$ cat src/rtl/bw_ctu_impctl_sscan_ctl.sv
// Shadow-scan sequencer for the impedance-control chain: snap, shift a code in
// while capturing the old one, optionally pulse update, then report the capture.
module bw_ctu_impctl_sscan_ctl #(
    parameter int CHAIN_LEN = 16,
    parameter int UPD_CYC   = 2
) (
    input  logic                 rclk,
    input  logic                 reset,
    input  logic                 start,
    input  logic                 upd_en,
    input  logic [CHAIN_LEN-1:0] wr_data,
    input  logic                 io_ctu_sscan_out,
    output logic                 ctu_global_snap,
    output logic                 ctu_io_sscan_se,
    output logic                 ctu_io_sscan_in,
    output logic                 ctu_io_sscan_update,
    output logic                 busy,
    output logic                 done,
    output logic [CHAIN_LEN-1:0] rd_data
);

    localparam int CNT_W = $clog2(CHAIN_LEN + 1);
    localparam logic [CNT_W-1:0] SHIFT_LAST = CNT_W'(CHAIN_LEN - 1);
    localparam logic [3:0]       UPD_LAST   = 4'(UPD_CYC - 1);

    typedef enum logic [2:0] {IDLE, SNAP, SHIFT, UPD, DONE} state_t;

    state_t               state;
    state_t               state_nxt;
    logic [CNT_W-1:0]     shift_cnt;
    logic [3:0]           upd_cnt;
    logic                 upd_lat;
    logic [CHAIN_LEN-1:0] wr_sr;
    logic [CHAIN_LEN-1:0] cap;
    logic [CHAIN_LEN-1:0] cap_nxt;
    logic                 snap_d;
    logic                 se_d;
    logic                 upd_d;
    logic                 busy_d;
    logic                 done_d;
    logic                 accept;

    assign accept = (state == IDLE) && start;

    always_comb begin
        state_nxt = state;
        case (state)
            IDLE:    if (start) state_nxt = SNAP;
            SNAP:    state_nxt = SHIFT;
            SHIFT:   if (shift_cnt == SHIFT_LAST) state_nxt = upd_lat ? UPD : DONE;
            UPD:     if (upd_cnt == UPD_LAST) state_nxt = DONE;
            DONE:    state_nxt = IDLE;
            default: state_nxt = IDLE;
        endcase
    end

    // Outputs are decoded from the next state and registered, so every pin is a flop.
    always_comb begin
        snap_d = (state_nxt == SNAP);
        se_d   = (state_nxt == SHIFT);
        upd_d  = (state_nxt == UPD);
        done_d = (state_nxt == DONE);
        busy_d = (state_nxt != IDLE);
    end

    // The last captured bit arrives on the same edge that enters DONE when update is skipped.
    always_comb begin
        cap_nxt = cap;
        if (state == SHIFT) cap_nxt = {cap[CHAIN_LEN-2:0], io_ctu_sscan_out};
    end

    always_ff @(posedge rclk or posedge reset) begin
        if (reset) begin
            state               <= IDLE;
            shift_cnt           <= '0;
            upd_cnt             <= '0;
            upd_lat             <= 1'b0;
            ctu_global_snap     <= 1'b0;
            ctu_io_sscan_se     <= 1'b0;
            ctu_io_sscan_in     <= 1'b0;
            ctu_io_sscan_update <= 1'b0;
            busy                <= 1'b0;
            done                <= 1'b0;
            rd_data             <= '0;
        end else begin
            state               <= state_nxt;
            ctu_global_snap     <= snap_d;
            ctu_io_sscan_se     <= se_d;
            ctu_io_sscan_update <= upd_d;
            busy                <= busy_d;
            done                <= done_d;
            ctu_io_sscan_in     <= se_d ? wr_sr[CHAIN_LEN-1] : 1'b0;
            if (accept) upd_lat <= upd_en;
            if (state == SNAP)
                shift_cnt <= '0;
            else if ((state == SHIFT) && (shift_cnt != SHIFT_LAST))
                shift_cnt <= shift_cnt + 1'b1;
            if (state != UPD)
                upd_cnt <= '0;
            else if (upd_cnt != UPD_LAST)
                upd_cnt <= upd_cnt + 1'b1;
            if (done_d) rd_data <= cap_nxt;
        end
    end

    // Data path: load word on accept, then feed MSB first during SHIFT.
    always_ff @(posedge rclk) begin
        if (accept)
            wr_sr <= wr_data;
        else if (se_d)
            wr_sr <= {wr_sr[CHAIN_LEN-2:0], 1'b0};
        cap <= cap_nxt;
    end

endmodule
$ cat config.mk
export PLATFORM = sky130hd
export DESIGN_NAME = bw_ctu_impctl_sscan_ctl
export DESIGN_NICKNAME = d
export VERILOG_FILES = /design/src/rtl/bw_ctu_impctl_sscan_ctl.sv
export SDC_FILE = /design/constraint.sdc
export NUM_CORES = 1
export LEC_CHECK = 0
export ABC_AREA = 1
export ABC_CLOCK_PERIOD_IN_PS = 2400
export CORE_MARGIN = 5
export CORE_UTILIZATION = 53
export DETAILED_ROUTE_END_ITERATION = 8
export PLACE_DENSITY_LB_ADDON = 0.15
export SLEW_MARGIN = 40
export SYNTH_ARGS = -nofsm -noshare
export SYNTH_HDL_FRONTEND = slang
export SYNTH_SLANG_ARGS = --single-unit
$ cat constraint.sdc
create_clock -name rclk -period 2.4 [get_ports rclk]
set_clock_uncertainty 0.1 [all_clocks]
set_input_delay 0.48 -clock rclk [delete_from_list [all_inputs] [get_ports rclk]]
set_output_delay 0.48 -clock rclk [all_outputs]
set_load 0.01 [all_outputs]
* Yosys cells after proc, flatten, opt, wreduce, memory -nomap -nowiden
Index checks and enable logic that the tools add are counted.
Cells by class: reduce and logical (&&, ||, !) cells 7, mux-type cells 13, $add $sub $neg 2, equality and inequality tests 12
Operator list (number):
- $mux 16 | 3
- $eq 3x2->1 const B | 4
- $mux 3 | 4
- $pmux 3 s4 | 1
- $mux 5 | 2
- $mux 4 | 2
- $eq 3x1->1 const B | 2
- $reduce_bool 2->1 | 3
- $add 5x1->5 const B | 1
- $eq 5x4->1 const B | 1
- $ne 5x4->1 const B | 1
- $add 4x1->4 const B | 1
- $eq 4x1->1 const B | 1
- $ne 4x1->1 const B | 1
- $eq 3x3->1 const B | 1
- $logic_not 3->1 | 1
- $ne 3x2->1 const B | 1
- $reduce_bool 3->1 | 1
- $logic_and 1x1->1 | 2
- $mux 1 | 1
Word-level totals: input bits 21, logic and storage cells 47, bits in registers 67

* Logic depth before layout (Yosys ltp)
Gate-level depths: netlist (run 1).
depth in word-level cells 6, gate-level depth with buffers 9, mapped depth without buffers 9

* Worst setup path after synthesis (run 1)
No wires, ideal clock.
path type register -> register, start point register shift_cnt[0], end point register wr_sr[0], enable pin, cell stages (with the launch flop) 10, path slack 0.320 ns, required time 1.928 ns, arrival 1.609 ns, path buffers 0, cell sequence dfrtp_1 ha_1 nand2_1 nor2_1 ha_1 nand2_1 nand3_1 nand3_1 nand2_2 nand2_1
Between the ends: longest elaborated chain between the ends 5
Ends and longest elaborated chain:
- from (decl) | line 30 | logic [CNT_W-1:0] shift_cnt;
- from (signal assigned) | line 97 | shift_cnt <= shift_cnt + 1'b1;
- $eq 5x4->1 | line 50 | SHIFT: if (shift_cnt == SHIFT_LAST) state_nxt = upd_lat ? UPD : DONE;
- $mux 3 | line 50
- $pmux 3 s4 | line 47 | case (state)
- via state_nxt[1] | line 29 | state_t state_nxt;
- $eq 3x2->1 | line 60 | se_d = (state_nxt == SHIFT);
- $reduce_bool 2->1 (no source line)
- to (signal assigned) | line 109 | wr_sr <= wr_data;
- to (signal assigned) | line 111 | wr_sr <= {wr_sr[CHAIN_LEN-2:0], 1'b0};
- to (decl) | line 33 | logic [CHAIN_LEN-1:0] wr_sr;
The timed path passes the listed nets, and every way through them passes these cells. A chain may end at the register's enable or synchronous reset.

* Final worst setup path (run 1)
start point register shift_cnt[1], end point register wr_sr[5], enable pin
Between the ends: longest elaborated chain between the ends 5
Ends and longest elaborated chain (line):
- $eq 5x4->1 | 50
- $mux 3 | 50
- $pmux 3 s4 | 47
- $eq 3x2->1 | 60
- $reduce_bool 2->1 (no source line)
No other way between the ends.

==> flow_summary.toml, run 1 <==
[place]
placed_area_um2 = 3252
dp_slack_ps = 320.9
gp_congestion = 0.8243
dpl.hpwl_mm = 3.524
port_buffers = 42

[clock_network]
path_clk_slew_ps = 70
post_cts_buffers = 0
clkSinkCount = 67
cts_buffers = 9
htreeDepth = 3
cts_root_buffer = "clkbuf_8"
ctsHoldBuffers = 0
ctsResizeCount = 0
cts_tree = "done"
clock_path_buffers = 2
clk_latency_ps = 340

[cells_and_area]
final_cell_mix = "nand2_1 (127), clkdlybuf4s50_1 (42), dfrtp_1 (35)"
stdcell_area_um2 = 3412
finalCoreUtilization = 0.6681
layout_commonest_cell = "nand2_1"
layout.nets = 367
drive_gt1_frac = 0.09827
diodes = 0
syn_to_final_growth_pct = 22.67

[global_routing]
grt_pass1_vias = 1935
grt-ovfl-total = 0
antenna_found_initial = 0
grt_usage = 0.1785
grt_max_degree = 36
grt_first_pass_wirelength_mm = 8.832

[die]
start_util = 0.5446
die_h_um = 82.44
die-width_um = 82.44
core.rowCount = 26
die_area_um2 = 6796
io-pin-count = 43
core_area_um2 = 5107

[sta]
max-slew-margin-rel = 0.5929
hold_viol = 0
rsz0062_at_grt = "no"
worstMarginPinSlew_ps = 608.6
tns_ps = 0
setup_viol = 0
fin_crit_sh = 0.8548
clock.fmax_mhz = 487.4
fin_crit_ps = 2052
setup_ws_ps = 348.4
drv_slew = 0

[detailed_routing]
final_antenna_net_count = 0
drt-total-wl_mm = 5.198
drc = 0
vias_per_cell = 4.839
dr.pass1.iters = 4
vias = 2013
wl_per_cell_um = 12.50
drtIter0Drc = 115

[pwr]
power_density_nw_per_um2 = 1323
power_uw = 4513
p_leak_uw = 0.001616
vdd_drop_max_mv = 0.6053

[logic_synthesis]
yosys.area_share.simple = 0.2812
synthMuxAreaShare = 0
synthAdderAreaFrac = 0.02249
synth-compound-area-share = 0.03104
avgSynthCellArea_um2 = 9.525
synthArstFlopShare = 0.5224
ys_seq_area_frac = 0.6028
synth_cells = 292
synth_xor_area_frac = 0.01260
synth_flop_cell = "dfrtp_1"
ys_ff_latch = 67
yosysUniqueCellTypes = 26
synth-edff-count = 16
synth_top_family_by_area = "simple AND/OR/NAND/NOR gates"
synth_warnings = 0
netlist_area_um2 = 2781
syn-num-nets = 318

[worst_hold_path]
worstHoldPathType = "reg -> reg"
worst_hold_path.endpoint = "cap[15]"
min_from = "cap[15]"
whs_path_depth = 2

[worst_setup_path]
path_max_fanout = 16
max_stage_delay_ps = 400
path_cells = "ha_1 -> nand2_1 -> nor2_1 -> ha_1 -> nand2_1 -> nor2_1 -> nor2_2 -> nand2_2 -> nand2_1 -> buf_4"
cp-startpoint = "shift_cnt[1]"
rrSetupSlack_ps = 350
required_ps = 2330
path_buf_inv = 1
r2r_start = "shift_cnt[1]"
crit_type = "reg -> reg"
r2r-end = "wr_sr[5]"
rr_worst_depth = 10
crit_arrival_ps = 1980
crit_family = "simple AND/OR/NAND/NOR gates"
start_kind = "flop"
path_common_cell = "nand2_1"
cp_slowest_cell = "dfrtp_1"
cp-end-kind = "flop"

[flow_run]
cap_violations = 0

[status]
status = "complete, no violations"
-- final cells by class --
cell class | count | area [um2]
tap | 70 | 87.58
clock buffer | 16 | 160.2
timing repair buffer | 45 | 442.9
fill | 461 | 1695
multi-input combinational | 197 | 965.9
inverter | 21 | 78.83
sequential | 67 | 1677
-- cells in the mapped netlist (3+ instances only) --
cell type | count | share of area
nand2_2 | 4 | 0.0090
ha_1 | 5 | 0.022
nor2_1 | 8 | 0.011
nand2_4 | 3 | 0.012
nand2_1 | 127 | 0.17
o21ai_2 | 4 | 0.013
inv_1 | 19 | 0.026
nand3_1 | 24 | 0.043
xor2_1 | 3 | 0.0094
dfxtp_1 | 16 | 0.12
nor2_2 | 3 | 0.0067
o21ai_0 | 8 | 0.014
buf_2 | 3 | 0.0054
dfrtp_1 | 35 | 0.31
edfxtp_1 | 16 | 0.17
-- per-layer routing --
metal / global-route usage / part of all wire / up-vias
met5: 0 / 0 / -
met4: 0.1047 / 0.021 / 0
met3: 0.04772 / 0.051 / 9
met2: 0.2756 / 0.46 / 48
met1: 0.2248 / 0.47 / 939
li1: - / - / 1017
-- sequential cells by signal, summed over array words and instances (netlist names) --
register,flops
rd_data,16
shift_cnt,5
upd_lat,1
state,3
busy,1
done,1
wr_sr,16
ctu_io_sscan_in,1
ctu_global_snap,1
ctu_io_sscan_se,1
ctu_io_sscan_update,1
cap,16
upd_cnt,4
-- stage by stage --
stage / hold slack [ps] / instances
2_1_floorplan: 322.7 / 292
3_3_place_gp: 338.7 / 400
3_5_place_dp: 355.3 / 400
4_1_cts: 367.5 / 416
5_1_grt: 392.7 / 416
6_report: 368.0 / 416
-- cells by family (layout without fill, tap and decap cells) --
logic type | count (synthesis) | after routing
adder cells (fa/ha/maj) | 5 | 5
XOR/XNOR | 4 | 4
AO/OA/AOI/OAI | 14 | 14
AND/OR/NAND/NOR | 174 | 174
flip-flops | 67 | 67
buffers and inverters | 28 | 82
-- worst min-delay path, cell delays in order (launching register included) --
cell	delay, ps
dfxtp_1	310
nand2_1	50
nand2_1	80
-- where the power goes --
group	total [uW]	leakage (uW)	switching, uW	internal (uW)
sequential	2000	0.000731	231	1770
combinational	1700	0.000806	992	712
clock	805	0.0000790	398	407
total	4510	0.00162	1620	2890
-- worst max-delay path by stage --
stage | end | depth (start not counted)
finish | wr_sr[5] | 10
global route | wr_sr[0] | 10
CTS | wr_sr[7] | 10
detailed placement | wr_sr[5] | 7
global placement | wr_sr[7] | 7
floorplan | wr_sr[0] | 9
(Power assumes the default switching activity.)
==> inputs of run 2 (changes only) <==
REMOVE_ABC_BUFFERS = 1   (was default)
==> run 2 against run 1 <==
Effect of this change: clock power up 12%; first-iteration DRC count grew 2.6%; non-clock buffer count stayed put; die area is the same; global-route usage increased by 0.59 points; worst setup slack got worse by 19 ps.
==> flow_summary.toml, run 2 (same netlist as run 1, synthesis figures left out) <==
[status]
status = "complete, no violations"

[worst_hold_path]
worstHoldPathType = "reg -> reg"
whs_path_depth = 2
worst_hold_path.endpoint = "cap[4]"
min_from = "cap[3]"

[place]
placed_cells = 400
dpl.hpwl_mm = 3.477
port_buffers = 42
gp_congestion = 0.8252

[die]
start_util = 0.5446
die-width_um = 82.44
core.rowCount = 26
core_area_um2 = 5107
io-pin-count = 43
die_h_um = 82.44
die_area_um2 = 6796

[worst_setup_path]
path_cells = "ha_1 -> nand2_1 -> nor2_1 -> ha_1 -> nand2_1 -> nor2_1 -> nor2_2 -> nand2_2 -> nand2_1 -> buf_4"
required_ps = 2320
path_buf_inv = 1
cp-end-kind = "flop"
path_common_cell = "nand2_1"
r2r_start = "shift_cnt[0]"
rr_worst_depth = 10
max_stage_delay_ps = 400
crit_family = "simple AND/OR/NAND/NOR gates"
rrSetupSlack_ps = 330
r2r-end = "wr_sr[0]"
crit_arrival_ps = 1990
path_max_fanout = 16
start_kind = "flop"
crit_type = "reg -> reg"
cp_slowest_cell = "dfrtp_1"

[clock_network]
cts_root_buffer = "clkbuf_8"
clock_path_buffers = 2
ctsResizeCount = 0
ctsHoldBuffers = 0
path_clk_slew_ps = 70
cts_tree = "done"
clkSinkCount = 67
clk_latency_ps = 330
cts_buffers = 9
htreeDepth = 3
post_cts_buffers = 0

[cells_and_area]
reg.largest.list = "cap: 16 flops, rd_data: 16 flops, wr_sr: 16 flops"
n_fill_cell = 429
syn_to_final_growth_pct = 23.84
drive_gt1_frac = 0.1069
final_cell_mix = "nand2_1 (127), clkdlybuf4s50_1 (42), dfrtp_1 (35)"
layout_commonest_cell = "nand2_1"
layout.nets = 367
diodes = 0
fin_cells = 416

[sta]
drv_slew = 0
hold_viol = 0
max-slew-margin-rel = 0.5862
tns_ps = 0
fin_crit_sh = 0.8627
clock.fmax_mhz = 483.0
hold_ws_ps = 370.5
fin_crit_ps = 2070
rsz0062_at_grt = "no"
setup_viol = 0
worstMarginPinSlew_ps = 618.7

[global_routing]
grt-ovfl-total = 0
grt_max_degree = 36
grt_first_pass_wirelength_mm = 9.522
antenna_found_initial = 0
grt_usage = 0.1845
grt_pass1_vias = 2132

[detailed_routing]
vias = 2005
drtIter0Drc = 118
drc = 0
dr.pass1.iters = 5
wl_per_cell_um = 12.62
vias_per_cell = 4.820
final_antenna_net_count = 0
drt-total-wl_mm = 5.251

[flow_run]
cap_violations = 0

[pwr]
power_uw = 4613
vdd_drop_max_mv = 0.7403
p_leak_uw = 0.001636
power_density_nw_per_um2 = 1339
## run 2: layer usage
metal  track usage  part of all wire
met1        0.2402              0.48
met2        0.3013              0.48
met3       0.04230             0.034
met4       0.06645             0.010
met5             0                 0
## run 2: area by class of cell
type,count,area (um2),share of cell area
Sequential cell,67,1677,0.4867
Clock inverter,1,5.005,0.001453
Multi-Input combinational cell,197,965.9,0.2804
Tap cell,70,87.58,0.02543
Inverter,21,78.83,0.02288
Timing Repair Buffer,45,442.9,0.1286
Clock buffer,15,187.7,0.05449
## run 2: per-stage QoR
| step | cell area (um2) | setup slack [ps] | util |
|---|---|---|---|
| after floorplan | 2721 | 319.7 | - |
| after global placement | 3252 | 383.4 | 0.6367 |
| after detailed placement | 3252 | 364.3 | 0.6367 |
| after CTS | 3445 | 318.7 | 0.6744 |
| after global routing | 3445 | 138.9 | 0.6744 |
| final | 3445 | 329.6 | 0.6744 |
## run 2: worst max-delay path by stage
stage                     cells past startpoint    startpoint        to
final                                        10  shift_cnt[0]  wr_sr[0]
after detailed placement                     10  shift_cnt[0]  wr_sr[8]
after global placement                        7         start  wr_sr[7]
after CTS                                    10  shift_cnt[0]  wr_sr[9]
after global routing                         10  shift_cnt[0]  wr_sr[1]
after floorplan                               9  shift_cnt[0]  wr_sr[0]
## run 2: worst reg2reg max path: stages (launching register included)
cell	delay (ps)
dfrtp_1	400
ha_1	230
nand2_1	70
nor2_1	50
ha_1	210
nand2_1	80
nor2_1	60
nor2_2	170
nand2_2	90
nand2_1	70
buf_4	230
## run 2: report_power, final
group,leakage (uW),internal [uW],switching [uW],total [uW]
clock network,0.0000989,495,403,899
registers,0.000731,1770,231,2000
logic,0.000806,712,1000,1710
total,0.00164,2980,1630,4610
==> inputs of run 3 (changes only) <==
HOLD_SLACK_MARGIN = 0.15   (was default)
==> results of run 3 <==
The final DEF is identical to that of run 2; final timing and power are the same.
